--- config.mk ---
export PLATFORM = sky130hd
export DESIGN_NAME = df_deadlock_watchdog_flat
export DESIGN_NICKNAME = d
export VERILOG_FILES = /design/src/rtl/df_deadlock_watchdog_pkg.sv /design/src/rtl/df_deadlock_watchdog_if.sv /design/src/rtl/df_deadlock_watchdog_persist_cnt.sv /design/src/rtl/df_deadlock_watchdog.sv /design/src/flat_wrapper.sv
export SDC_FILE = /design/constraint.sdc
export NUM_CORES = 1
export LEC_CHECK = 0
export BUFFER_PORTS_ARGS = -buffer_cell sky130_fd_sc_hd__buf_2
export CAP_MARGIN = 20
export CORE_MARGIN = 5
export CORE_UTILIZATION = 47
export DETAILED_ROUTE_END_ITERATION = 6
export GPL_TIMING_DRIVEN = 1
export PLACE_DENSITY = 0.76
export SKIP_CTS_REPAIR_TIMING = 1
export SLEW_MARGIN = 20
export SYNTH_ARGS = -nofsm -noshare
export SYNTH_HDL_FRONTEND = slang
export SYNTH_SLANG_ARGS = --single-unit
--- constraint.sdc ---
create_clock -name clock -period 2.5 [get_ports clock]
set_clock_uncertainty 0.15 [all_clocks]
set_input_delay 0.125 -clock clock [delete_from_list [all_inputs] [get_ports clock]]
set_output_delay 0.125 -clock clock [all_outputs]
set_load 0.02 [all_outputs]
--- src/rtl/df_deadlock_watchdog_pkg.sv ---
// rtl/df_deadlock_watchdog_pkg.sv - shared types and constants for the dataflow deadlock watchdog
//
// Package df_wd_pkg: FSM state enum, report kind encodings, default
// persistence threshold and small helper functions.
package df_wd_pkg;

    typedef enum logic [2:0] {
        ST_IDLE,
        ST_WATCH,
        ST_CONFIRM,
        ST_REPORT,
        ST_DONE
    } wd_state_e;

    localparam logic [1:0] KIND_CHAN = 2'b01;
    localparam logic [1:0] KIND_AXIS = 2'b10;
    localparam logic [1:0] KIND_BOTH = 2'b11;

    localparam int DEFAULT_THRESH = 16;

    // Index width that stays legal for a single-process build.
    function automatic int idx_width(input int n);
        return (n > 1) ? $clog2(n) : 1;
    endfunction

    function automatic logic [1:0] kind_of(input logic chan, input logic axis);
        if (chan && axis) begin
            return KIND_BOTH;
        end else if (axis) begin
            return KIND_AXIS;
        end
        return KIND_CHAN;
    endfunction

endpackage

--- src/rtl/df_deadlock_watchdog_if.sv ---
// rtl/df_deadlock_watchdog_if.sv - report stream interface of the deadlock watchdog
//
// Signals: rpt_valid/rpt_ready handshake, rpt_idx (process index),
// rpt_kind (bit0 channel block, bit1 axis block), rpt_last (final entry),
// rpt_time (confirmation cycle stamp).
// Modports: master = watchdog (producer), slave = logger (consumer).
interface df_deadlock_watchdog_if #(
    parameter int IDX_W = 4
) ();
    logic             rpt_valid;
    logic             rpt_ready;
    logic [IDX_W-1:0] rpt_idx;
    logic [1:0]       rpt_kind;
    logic             rpt_last;
    logic [31:0]      rpt_time;

    modport master (
        output rpt_valid,
        output rpt_idx,
        output rpt_kind,
        output rpt_last,
        output rpt_time,
        input  rpt_ready
    );

    modport slave (
        input  rpt_valid,
        input  rpt_idx,
        input  rpt_kind,
        input  rpt_last,
        input  rpt_time,
        output rpt_ready
    );
endinterface

--- src/rtl/df_deadlock_watchdog_persist_cnt.sv ---
// rtl/df_deadlock_watchdog_persist_cnt.sv - saturating persistence counter
//
// Module df_wd_persist_cnt.
// Ports: clock, reset (sync, active-high), clr_i (zero the count),
// inc_i (add one, saturating at all-ones), cnt_o (current count),
// hit_o (count equals THRESH-1, i.e. the next stop cycle confirms).
module df_wd_persist_cnt #(
    parameter int CNT_W  = 16,
    parameter int THRESH = 16
) (
    input  logic             clock,
    input  logic             reset,
    input  logic             clr_i,
    input  logic             inc_i,
    output logic [CNT_W-1:0] cnt_o,
    output logic             hit_o
);
    localparam logic [CNT_W-1:0] CNT_MAX = '1;
    localparam logic [CNT_W-1:0] HIT_VAL = CNT_W'(THRESH - 1);

    logic [CNT_W-1:0] cnt_q;
    logic [CNT_W-1:0] cnt_d;

    always_comb begin
        cnt_d = cnt_q;
        if (clr_i) begin
            cnt_d = '0;
        end else if (inc_i && (cnt_q != CNT_MAX)) begin
            cnt_d = cnt_q + CNT_W'(1);
        end
    end

    always_ff @(posedge clock) begin
        if (reset) begin
            cnt_q <= '0;
        end else begin
            cnt_q <= cnt_d;
        end
    end

    assign cnt_o = cnt_q;
    assign hit_o = (cnt_q == HIT_VAL);

endmodule

--- src/rtl/df_deadlock_watchdog.sv ---
// rtl/df_deadlock_watchdog.sv - dataflow deadlock watchdog with serial stall report
//
// Ports: clock, reset (sync, active-high), enable (armed), clear (pulse back
// to WATCH), inst_idle_sigs / inst_block_sigs / axis_block_sigs (per-process
// status), deadlock (latched flag), busy (CONFIRM or REPORT), stall_cnt
// (persistence count), rpt (report stream, master side).
// Optional macro DF_WD_TIMESTAMP_EN: free-running 32-bit cycle counter whose
// value at confirmation is returned on rpt_time; otherwise rpt_time is 0.
module df_deadlock_watchdog
    import df_wd_pkg::*;
#(
    parameter int NUM_PROC = 14,
    parameter int THRESH   = DEFAULT_THRESH,
    parameter int CNT_W    = 16
) (
    input  logic                clock,
    input  logic                reset,
    input  logic                enable,
    input  logic                clear,
    input  logic [NUM_PROC-1:0] inst_idle_sigs,
    input  logic [NUM_PROC-1:0] inst_block_sigs,
    input  logic [NUM_PROC-1:0] axis_block_sigs,
    output logic                deadlock,
    output logic                busy,
    output logic [CNT_W-1:0]    stall_cnt,
    df_deadlock_watchdog_if.master rpt
);
    localparam int IDX_W = idx_width(NUM_PROC);

    wd_state_e          state_q;
    logic               deadlock_q;
    logic               busy_q;
    logic               rpt_valid_q;
    logic [IDX_W-1:0]   rpt_idx_q;
    logic [1:0]         rpt_kind_q;
    logic               rpt_last_q;
    logic [IDX_W-1:0]   ptr_q;
    logic [NUM_PROC-1:0] chan_snap_q;
    logic [NUM_PROC-1:0] axis_snap_q;

    logic               stop;
    logic               hit;
    logic               clr_now;
    logic               confirm;
    logic               cnt_clr;
    logic               cnt_inc;
    logic               more_above;
    logic [NUM_PROC-1:0] stalled;

    // Whole region stuck, and at least one process waits on an AXI stream
    // (pure channel stalls can be legitimate back-pressure).
    assign stop    = (&(inst_idle_sigs | inst_block_sigs | axis_block_sigs)) && (|axis_block_sigs);
    assign stalled = chan_snap_q | axis_snap_q;

    // clear is ignored in IDLE and beats everything else elsewhere.
    assign clr_now = clear && (state_q != ST_IDLE);
    assign confirm = !clr_now && (state_q == ST_CONFIRM) && enable && stop && hit;
    assign cnt_clr = clr_now || ((state_q == ST_CONFIRM) && !(enable && stop));
    assign cnt_inc = !clr_now && enable && stop &&
                     ((state_q == ST_WATCH) || (state_q == ST_CONFIRM));

    // Any stalled process above the scan pointer decides rpt_last.
    always_comb begin
        more_above = 1'b0;
        for (int i = 0; i < NUM_PROC; i++) begin
            if ((i > int'(ptr_q)) && stalled[i]) begin
                more_above = 1'b1;
            end
        end
    end

    df_wd_persist_cnt #(
        .CNT_W  (CNT_W),
        .THRESH (THRESH)
    ) u_persist_cnt (
        .clock (clock),
        .reset (reset),
        .clr_i (cnt_clr),
        .inc_i (cnt_inc),
        .cnt_o (stall_cnt),
        .hit_o (hit)
    );

    always_ff @(posedge clock) begin
        if (reset) begin
            state_q     <= ST_IDLE;
            deadlock_q  <= 1'b0;
            busy_q      <= 1'b0;
            rpt_valid_q <= 1'b0;
            rpt_idx_q   <= '0;
            rpt_kind_q  <= '0;
            rpt_last_q  <= 1'b0;
            ptr_q       <= '0;
            chan_snap_q <= '0;
            axis_snap_q <= '0;
        end else if (clr_now) begin
            state_q     <= ST_WATCH;
            deadlock_q  <= 1'b0;
            busy_q      <= 1'b0;
            rpt_valid_q <= 1'b0;
            rpt_idx_q   <= '0;
            rpt_kind_q  <= '0;
            rpt_last_q  <= 1'b0;
            ptr_q       <= '0;
        end else begin
            case (state_q)
                ST_IDLE: begin
                    if (enable) begin
                        state_q <= ST_WATCH;
                    end
                end
                ST_WATCH: begin
                    if (!enable) begin
                        state_q <= ST_IDLE;
                    end else if (stop) begin
                        state_q <= ST_CONFIRM;
                        busy_q  <= 1'b1;
                    end
                end
                ST_CONFIRM: begin
                    if (!enable || !stop) begin
                        state_q <= enable ? ST_WATCH : ST_IDLE;
                        busy_q  <= 1'b0;
                    end else if (hit) begin
                        state_q     <= ST_REPORT;
                        deadlock_q  <= 1'b1;
                        chan_snap_q <= inst_block_sigs;
                        axis_snap_q <= axis_block_sigs;
                        ptr_q       <= '0;
                    end
                end
                ST_REPORT: begin
                    if (rpt_valid_q) begin
                        if (rpt.rpt_ready) begin
                            rpt_valid_q <= 1'b0;
                            if (rpt_last_q) begin
                                state_q <= ST_DONE;
                                busy_q  <= 1'b0;
                            end else begin
                                ptr_q <= ptr_q + IDX_W'(1);
                            end
                        end
                    end else if (stalled[ptr_q]) begin
                        // Entry is loaded from the snapshot and held until accepted.
                        rpt_valid_q <= 1'b1;
                        rpt_idx_q   <= ptr_q;
                        rpt_kind_q  <= kind_of(chan_snap_q[ptr_q], axis_snap_q[ptr_q]);
                        rpt_last_q  <= !more_above;
                    end else begin
                        ptr_q <= ptr_q + IDX_W'(1);
                    end
                end
                ST_DONE: begin
                end
                default: begin
                    state_q <= ST_IDLE;
                end
            endcase
        end
    end

`ifdef DF_WD_TIMESTAMP_EN
    logic [31:0] cyc_q;
    logic [31:0] rpt_time_q;

    always_ff @(posedge clock) begin
        if (reset) begin
            cyc_q      <= '0;
            rpt_time_q <= '0;
        end else begin
            cyc_q <= cyc_q + 32'd1;
            if (clr_now) begin
                rpt_time_q <= '0;
            end else if (confirm) begin
                rpt_time_q <= cyc_q;
            end
        end
    end

    assign rpt.rpt_time = rpt_time_q;
`else
    logic unused_confirm;
    assign unused_confirm = confirm;
    assign rpt.rpt_time   = '0;
`endif

    assign deadlock      = deadlock_q;
    assign busy          = busy_q;
    assign rpt.rpt_valid = rpt_valid_q;
    assign rpt.rpt_idx   = rpt_idx_q;
    assign rpt.rpt_kind  = rpt_kind_q;
    assign rpt.rpt_last  = rpt_last_q;

endmodule

--- src/flat_wrapper.sv ---
// flat-port wrapper written by rule: the top's interface ports become plain ports
module df_deadlock_watchdog_flat import df_wd_pkg::*;
#(
    parameter int NUM_PROC = 14,
    parameter int THRESH   = DEFAULT_THRESH,
    parameter int CNT_W    = 16
)
  (clock, reset, enable, clear, inst_idle_sigs, inst_block_sigs, axis_block_sigs, deadlock, busy, stall_cnt, rpt_rpt_valid, rpt_rpt_idx, rpt_rpt_kind, rpt_rpt_last, rpt_rpt_time, rpt_rpt_ready);
  df_deadlock_watchdog_if #(.IDX_W(($clog2((14))))) rpt_i ();
  input  logic clock;
  input  logic reset;
  input  logic enable;
  input  logic clear;
  input  logic [NUM_PROC-1:0] inst_idle_sigs;
  input  logic [NUM_PROC-1:0] inst_block_sigs;
  input  logic [NUM_PROC-1:0] axis_block_sigs;
  output logic deadlock;
  output logic busy;
  output logic [CNT_W-1:0] stall_cnt;
  output wire logic [$bits(rpt_i.rpt_valid)-1:0] rpt_rpt_valid;
  output wire logic [$bits(rpt_i.rpt_idx)-1:0] rpt_rpt_idx;
  output wire logic [$bits(rpt_i.rpt_kind)-1:0] rpt_rpt_kind;
  output wire logic [$bits(rpt_i.rpt_last)-1:0] rpt_rpt_last;
  output wire logic [$bits(rpt_i.rpt_time)-1:0] rpt_rpt_time;
  input wire logic [$bits(rpt_i.rpt_ready)-1:0] rpt_rpt_ready;
  assign rpt_rpt_valid = rpt_i.rpt_valid;
  assign rpt_rpt_idx = rpt_i.rpt_idx;
  assign rpt_rpt_kind = rpt_i.rpt_kind;
  assign rpt_rpt_last = rpt_i.rpt_last;
  assign rpt_rpt_time = rpt_i.rpt_time;
  assign rpt_i.rpt_ready = rpt_rpt_ready;
  df_deadlock_watchdog #(.NUM_PROC(NUM_PROC), .THRESH(THRESH), .CNT_W(CNT_W)) u_core (.clock(clock), .reset(reset), .enable(enable), .clear(clear), .inst_idle_sigs(inst_idle_sigs), .inst_block_sigs(inst_block_sigs), .axis_block_sigs(axis_block_sigs), .deadlock(deadlock), .busy(busy), .stall_cnt(stall_cnt), .rpt(rpt_i));
endmodule
==> results_dict.tcl, run 1 <==
set metrics [dict create \
    intPower_uw 1800 \
    slowest_delay_ns 0.52 \
    final_cell_mix "nor2_1 (76), buf_2 (72), dfxtp_1 (60), mux2i_1 (34), conb_1 (32)" \
    synth_ff_type "dfxtp_1" \
    ys_ff_latch 61 \
    maxSlewViolCount 0 \
    fp-row-count 32 \
    hold_end "u_core.axis_snap_q[1]" \
    boundaryPins 105 \
    worstMarginPinSlew_ns 0.660 \
    synth.avg_cell_area_um2 8.61 \
    die_x_um 97.7 \
    htree_levels 3 \
    antenna_found_initial 0 \
    swShare_pct 23.7 \
    finalWirelength_um 10200 \
    synth-async-reset-ratio_pct 0 \
    leakage_uw 0.00208 \
    drive_gt1_share_pct 24.1 \
    drtIter0Drc 258 \
    grt_pass1_vias 3121 \
    violations "negative hold slack" \
    slew_headroom_pct 55.9 \
    drtPass1Iterations 4 \
    vias 3528 \
    cp-end-kind "register" \
    switchingPower_uw 557 \
    ys_types 58 \
    p_per_area_nw_per_um2 513 \
    critical_path_arrival_ns 2.47 \
    initial_core_util_pct 47.5 \
    post-route-min-period_ns 2.42 \
    coreArea_um2 7610 \
    seq_area_frac_synth_pct 33.8 \
    clkLatencyLatePin_ns 0.34 \
    outcome "finished, violations left" \
    dpl.hpwl_um 7250 \
    p_comb_share_pct 10.9 \
    clock-root-buffer "clkbuf_8" \
    overflow 0 \
    syn_inst 420 \
    crit_chain "dlygate4sd3_1, buf_2, nor4_1, nand4_1, and3_1, nor3b_2, nand4_1, buf_12, mux2i_1, nor2_1" \
    p_clk_share_pct 47.6 \
    slowest_stage "dlygate4sd3_1" \
    cts-buffers-inserted 9 \
    wire_per_inst_um 15.9 \
    seqPwrFrac_pct 41.5 \
    critPathMostFrequentCell "nand4_1" \
    start_kind "input port" \
    period_share_pct 96.9 \
    place_area_um2 4060 \
    ant_nets 0 \
    hold_path.class "in2reg" \
    total_power_uw 2350 \
    port_buffers 72 \
    synth_edf_count 0 \
    grt_max_degree 33 \
    dieArea_um2 9540 \
    grt_use_total_pct 19.5 \
    nNetsFinal 583 \
    hold_start "axis_block_sigs[1]" \
    grt_pass1_wl_um 15500 \
    diodes 0 \
    clk_path_buf_depth 2 \
    maxCapViolations 0 \
    r2r-end "u_core.u_persist_cnt.cnt_o[15]" \
    irDropWorstVdd_mv 0.308 \
    whs_path_depth 3 \
    finalSetupViolations 0 \
    die_y_um 97.7 \
    fin_area_um2 4580 \
    viasPerCell 5.53 \
    drc 0 \
    syn2layout_area_growth_pct 26.8 \
    synth_warnings 0 \
    hold_viol_final 1 \
    fmax_ghz 0.413 \
    regToRegSetupSlack_ns 0.10 \
    final_common_cell "nor2_1" \
    cts_sinks 61 \
    required_ns 2.54 \
    cts_tree "yes" \
    path_clk_slew_ns 0.07 \
    place_congestion 0.856 \
    reg2reg_depth 7 \
    cp_max_fo 28 \
    regToRegStartpoint "u_core.state_q[2]" \
    synth_area_um2 3610 \
    fin_hold_ws_ns -0.0335 \
    crit_type "in2reg" \
]
-- metal layers --
| metal | GRT usage [%] | routed length (µm) | up-vias |
|---|---|---|---|
| met2 | 30.2 | 4900 | 140 |
| li1 | - | - | 1673 |
| met3 | 4.16 | 697 | 19 |
| met5 | 0 | 0 | - |
| met1 | 27.4 | 4410 | 1696 |
| met4 | 5.32 | 163 | 0 |
-- cell type report --
| class | instances | area, µm² |
|---|---|---|
| Clock inverter | 5 | 106 |
| Fill cell | 664 | 3020 |
| Timing Repair Buffer | 119 | 806 |
| Clock buffer | 11 | 151 |
| Tap cell | 102 | 128 |
| Multi-Input combinational cell | 330 | 2130 |
| Inverter | 10 | 37.5 |
| Sequential cell | 61 | 1220 |
-- cells in the mapped netlist, drive strengths merged (3+ instances only) --
cell,n,area share [%]
nor3b,3,0.76
nand3b,4,0.83
or3,9,1.8
dfxtp,61,34
ha,5,1.7
nand3,12,1.7
o311ai,4,1.2
nand2,14,1.6
a211oi,3,0.62
xor2,10,2.4
nand4,7,1.2
o21ai,19,2.6
buf,41,8.4
nor4b,3,0.73
mux2i,34,9.4
nor4,8,1.4
and3,5,0.87
clkbuf,9,0.93
nor2,76,7.9
and2,3,0.52
o211ai,3,0.62
a21oi,14,1.9
nor3,16,2.8
and4,3,0.73
o31ai,4,0.83
inv,10,1.0
mux4,8,5.0
a31oi,4,0.69
nand2b,6,1.0
-- state kept, by name, summed over array words and instances, names as in the netlist --
| name | count |
|---|---|
| u_core.axis_snap_q | 14 |
| u_core.rpt.rpt_last | 1 |
| u_core.chan_snap_q | 14 |
| u_core.rpt.rpt_idx | 4 |
| u_core.rpt.rpt_valid | 1 |
| u_core.ptr_q | 4 |
| u_core.rpt.rpt_kind | 2 |
| u_core.state_q | 3 |
| u_core.deadlock | 1 |
| u_core.busy | 1 |
| u_core.u_persist_cnt.cnt_o | 16 |
-- power by group through the flow --
stage | Clock (µW) | Combinational (µW) | Sequential, µW
detailed placement | 0 | 216 | 999
finish | 1120 | 256 | 977
global placement | 0 | 212 | 999
global route | 1200 | 274 | 977
CTS | 1130 | 217 | 977
floorplan | 0 | 166 | 999
-- worst max-delay path by stage --
stage	cells past startpoint	end	startpoint
after floorplan	8	u_core.u_persist_cnt.cnt_o[15]	u_core.state_q[1]
after global placement	7	u_core.u_persist_cnt.cnt_o[15]	u_core.state_q[2]
after detailed placement	7	u_core.u_persist_cnt.cnt_o[15]	u_core.state_q[2]
after CTS	7	u_core.u_persist_cnt.cnt_o[15]	u_core.state_q[2]
after global routing	10	u_core.axis_snap_q[12]	axis_block_sigs[11]
final	10	u_core.axis_snap_q[12]	axis_block_sigs[11]
-- critical path, delay by kind of cell --
| family | cells | cell delay (ns) |
|---|---|---|
| multiplexers | 1 | 0.26 |
| buffers and inverters | 3 | 0.90 |
| AND/OR/NAND/NOR | 6 | 1.17 |
-- cell families (layout without fill, tap and decap cells) --
logic type | count (synthesis) | count (layout) | synth area share, %
fa+ha+maj | 5 | 5 | 1.73
xor+xnor | 11 | 11 | 2.67
buf+inv | 60 | 145 | 10.4
simple gates | 174 | 174 | 24.9
compound gates | 65 | 65 | 11.7
flops | 61 | 61 | 33.8
mux | 43 | 43 | 14.7
other cells | 1 | 32 | 0.104
-- metrics by stage --
step	TNS [ns]	std cells	utilization [%]	hold WS, ns	setup WS (ns)
after global routing	-0.611	638	60.3	0.0215	-0.0814
after floorplan	0	451	-	0.119	0.183
after CTS	0	611	56.7	-0.119	0.110
after detailed placement	0	595	53.3	0.235	0.136
after global placement	0	595	53.3	0.225	0.200
final	0	638	60.3	-0.0335	0.0764
No activity file was read; power rests on OpenSTA's default activity.
==> run 2: changes to the inputs <==
--- a/config.mk
+++ b/config.mk
@@ -5,13 +5,14 @@
 export SDC_FILE = /design/constraint.sdc
 export NUM_CORES = 1
 export LEC_CHECK = 0
-export BUFFER_PORTS_ARGS = -buffer_cell sky130_fd_sc_hd__buf_2
+export BUFFER_PORTS_ARGS = -buffer_cell sky130_fd_sc_hd__clkbuf_2
 export CAP_MARGIN = 20
+export CORE_ASPECT_RATIO = 1.4
 export CORE_MARGIN = 5
 export CORE_UTILIZATION = 47
 export DETAILED_ROUTE_END_ITERATION = 6
 export GPL_TIMING_DRIVEN = 1
-export PLACE_DENSITY = 0.76
+export PLACE_DENSITY = 0.85
 export SKIP_CTS_REPAIR_TIMING = 1
 export SLEW_MARGIN = 20
 export SYNTH_ARGS = -nofsm -noshare
==> run 2 against run 1 <==
  * The flow now finishes without violations
  * Sequential power barely moved
  * Power fell by 4.9%
  * Register-to-register slack barely moved
  * Critical path depth rose by 1
  * Maximum frequency fell by 2.0%
  * Cell area fell by 0.27%
  * Core utilization rose by 1.1 points
  * Critical path type unchanged
  * Largest cell class unchanged
==> results_dict.tcl, run 2 (synthesis gave the netlist of run 1 again) <==
set metrics [dict create \
    r2r-end "u_core.u_persist_cnt.cnt_o[1]" \
    place_area_um2 4060 \
    crit_type "in2reg" \
    worstMarginPinSlew_ns 0.736 \
    placedCellCount 591 \
    fmax_ghz 0.404 \
    cp_max_fo 16 \
    fin_area_um2 4570 \
    clock-root-buffer "clkbuf_8" \
    die_x_um 84.1 \
    stdcell_count 635 \
    whs_path_depth 4 \
    post-route-min-period_ns 2.47 \
    dp_slack_ns 0.0892 \
    grt_pass1_wl_um 16200 \
    dpl.hpwl_um 7600 \
    initial_core_util_pct 48.5 \
    start_kind "input port" \
    period_share_pct 98.9 \
    ant_nets 0 \
    final_cell_mix "nor2_1 (76), clkbuf_2 (72), dfxtp_1 (60), mux2i_1 (34), conb_1 (32)" \
    irDropWorstVdd_mv 0.472 \
    cts-buffers-inserted 9 \
    place_congestion 0.877 \
    clk_path_buf_depth 2 \
    num-fill-cells 614 \
    cp-end-kind "register" \
    path_delay_family "simple AND/OR/NAND/NOR gates" \
    outcome "complete, no violations" \
    critPathBufInv 4 \
    drive_gt1_share_pct 24.0 \
    syn2layout_area_growth_pct 26.5 \
    drtIter0Drc 201 \
    clkLatencyLatePin_ns 0.35 \
    fp-row-count 37 \
    slowest_delay_ns 0.55 \
    grt_use_total_pct 21.0 \
    boundaryPins 105 \
    fin_ws_ns 0.0278 \
    maxSlewViolCount 0 \
    finalWirelength_um 10800 \
    startpoint "axis_block_sigs[9]" \
    required_ns 2.58 \
    antenna_found_initial 0 \
    p_per_area_nw_per_um2 489 \
    total_power_uw 2240 \
    final_common_cell "nor2_1" \
    port_buffers 72 \
    vias 3579 \
    slowest_stage "dlygate4sd3_1" \
    slew_headroom_pct 50.2 \
    hold_path.class "in2reg" \
    cts_tree "yes" \
    overflow 0 \
    path_clk_slew_ns 0.07 \
    dieArea_um2 9570 \
    cts_sinks 61 \
    regToRegStartpoint "u_core.u_persist_cnt.cnt_o[5]" \
    fin_util_pct 61.3 \
    hold_viol_final 0 \
    critical_path_arrival_ns 2.55 \
    hold_start "rpt_rpt_ready" \
    reg2reg_depth 7 \
    maxCapViolations 0 \
    grt_max_degree 33 \
    coreArea_um2 7450 \
    regToRegSetupSlack_ns 0.10 \
    die_y_um 114 \
    largest_reg_flops 16 \
    drtPass1Iterations 5 \
    leakage_uw 0.00205 \
    grt_pass1_vias 3342 \
    crit_chain "dlygate4sd3_1, clkbuf_2, nor4_1, nand4_1, and3_1, nor3b_2, buf_4, a211oi_1, nand2b_1, buf_12, a21oi_1" \
    hold_end "u_core.rpt.rpt_valid" \
    finalSetupViolations 0 \
    drc 0 \
    nNetsFinal 585 \
    diodes 0 \
    wire_per_inst_um 17.0 \
    viasPerCell 5.64 \
    htree_levels 3 \
]
-- run 2: tightest hold or removal path, cell delays in order --
cell and delay, ns:
clkbuf_2 0.09, inv_1 0.04, o21ai_0 0.15, a21oi_1 0.07
-- run 2: routing by layer --
metal	routed length (µm)	track usage (%)	up-vias
met5	0	0	-
met4	483	13.0	0
met3	664	4.19	39
met2	5570	35.5	169
met1	4050	24.3	1688
li1	-	-	1683
-- run 2: cell type report --
type / count / area (µm²) / share of cell area, %
multi-input combinational: 330 / 2140 / 46.8
tap: 97 / 121 / 2.65
inverter: 10 / 37.5 / 0.821
clock inverter: 3 / 67.6 / 1.48
timing repair buffer: 121 / 823 / 18.0
sequential: 61 / 1220 / 26.7
clock buffer: 13 / 159 / 3.48
-- run 2: worst max path at each step --
stage / to / slack [ns] / depth (start not counted)
floorplan: u_core.u_persist_cnt.cnt_o[15] / 0.18 / 8
global placement: u_core.u_persist_cnt.cnt_o[15] / 0.21 / 7
detailed placement: u_core.u_persist_cnt.cnt_o[15] / 0.09 / 7
CTS: u_core.u_persist_cnt.cnt_o[15] / 0.07 / 7
global route: u_core.u_persist_cnt.cnt_o[14] / -0.07 / 11
finish: u_core.u_persist_cnt.cnt_o[15] / 0.03 / 11
-- run 2: power by group --
part	internal [µW]	switching [µW]
Clock	617	383
Sequential	975	3.34
Combinational	103	156
Total	1690	543
-- run 2: per-stage QoR --
stage          TNS (ns)  hold WS, ns
2_1_floorplan         0        0.119
3_3_place_gp          0        0.220
3_5_place_dp          0        0.230
4_1_cts               0       -0.141
5_1_grt           -1.16        0.105
6_report              0       0.0218
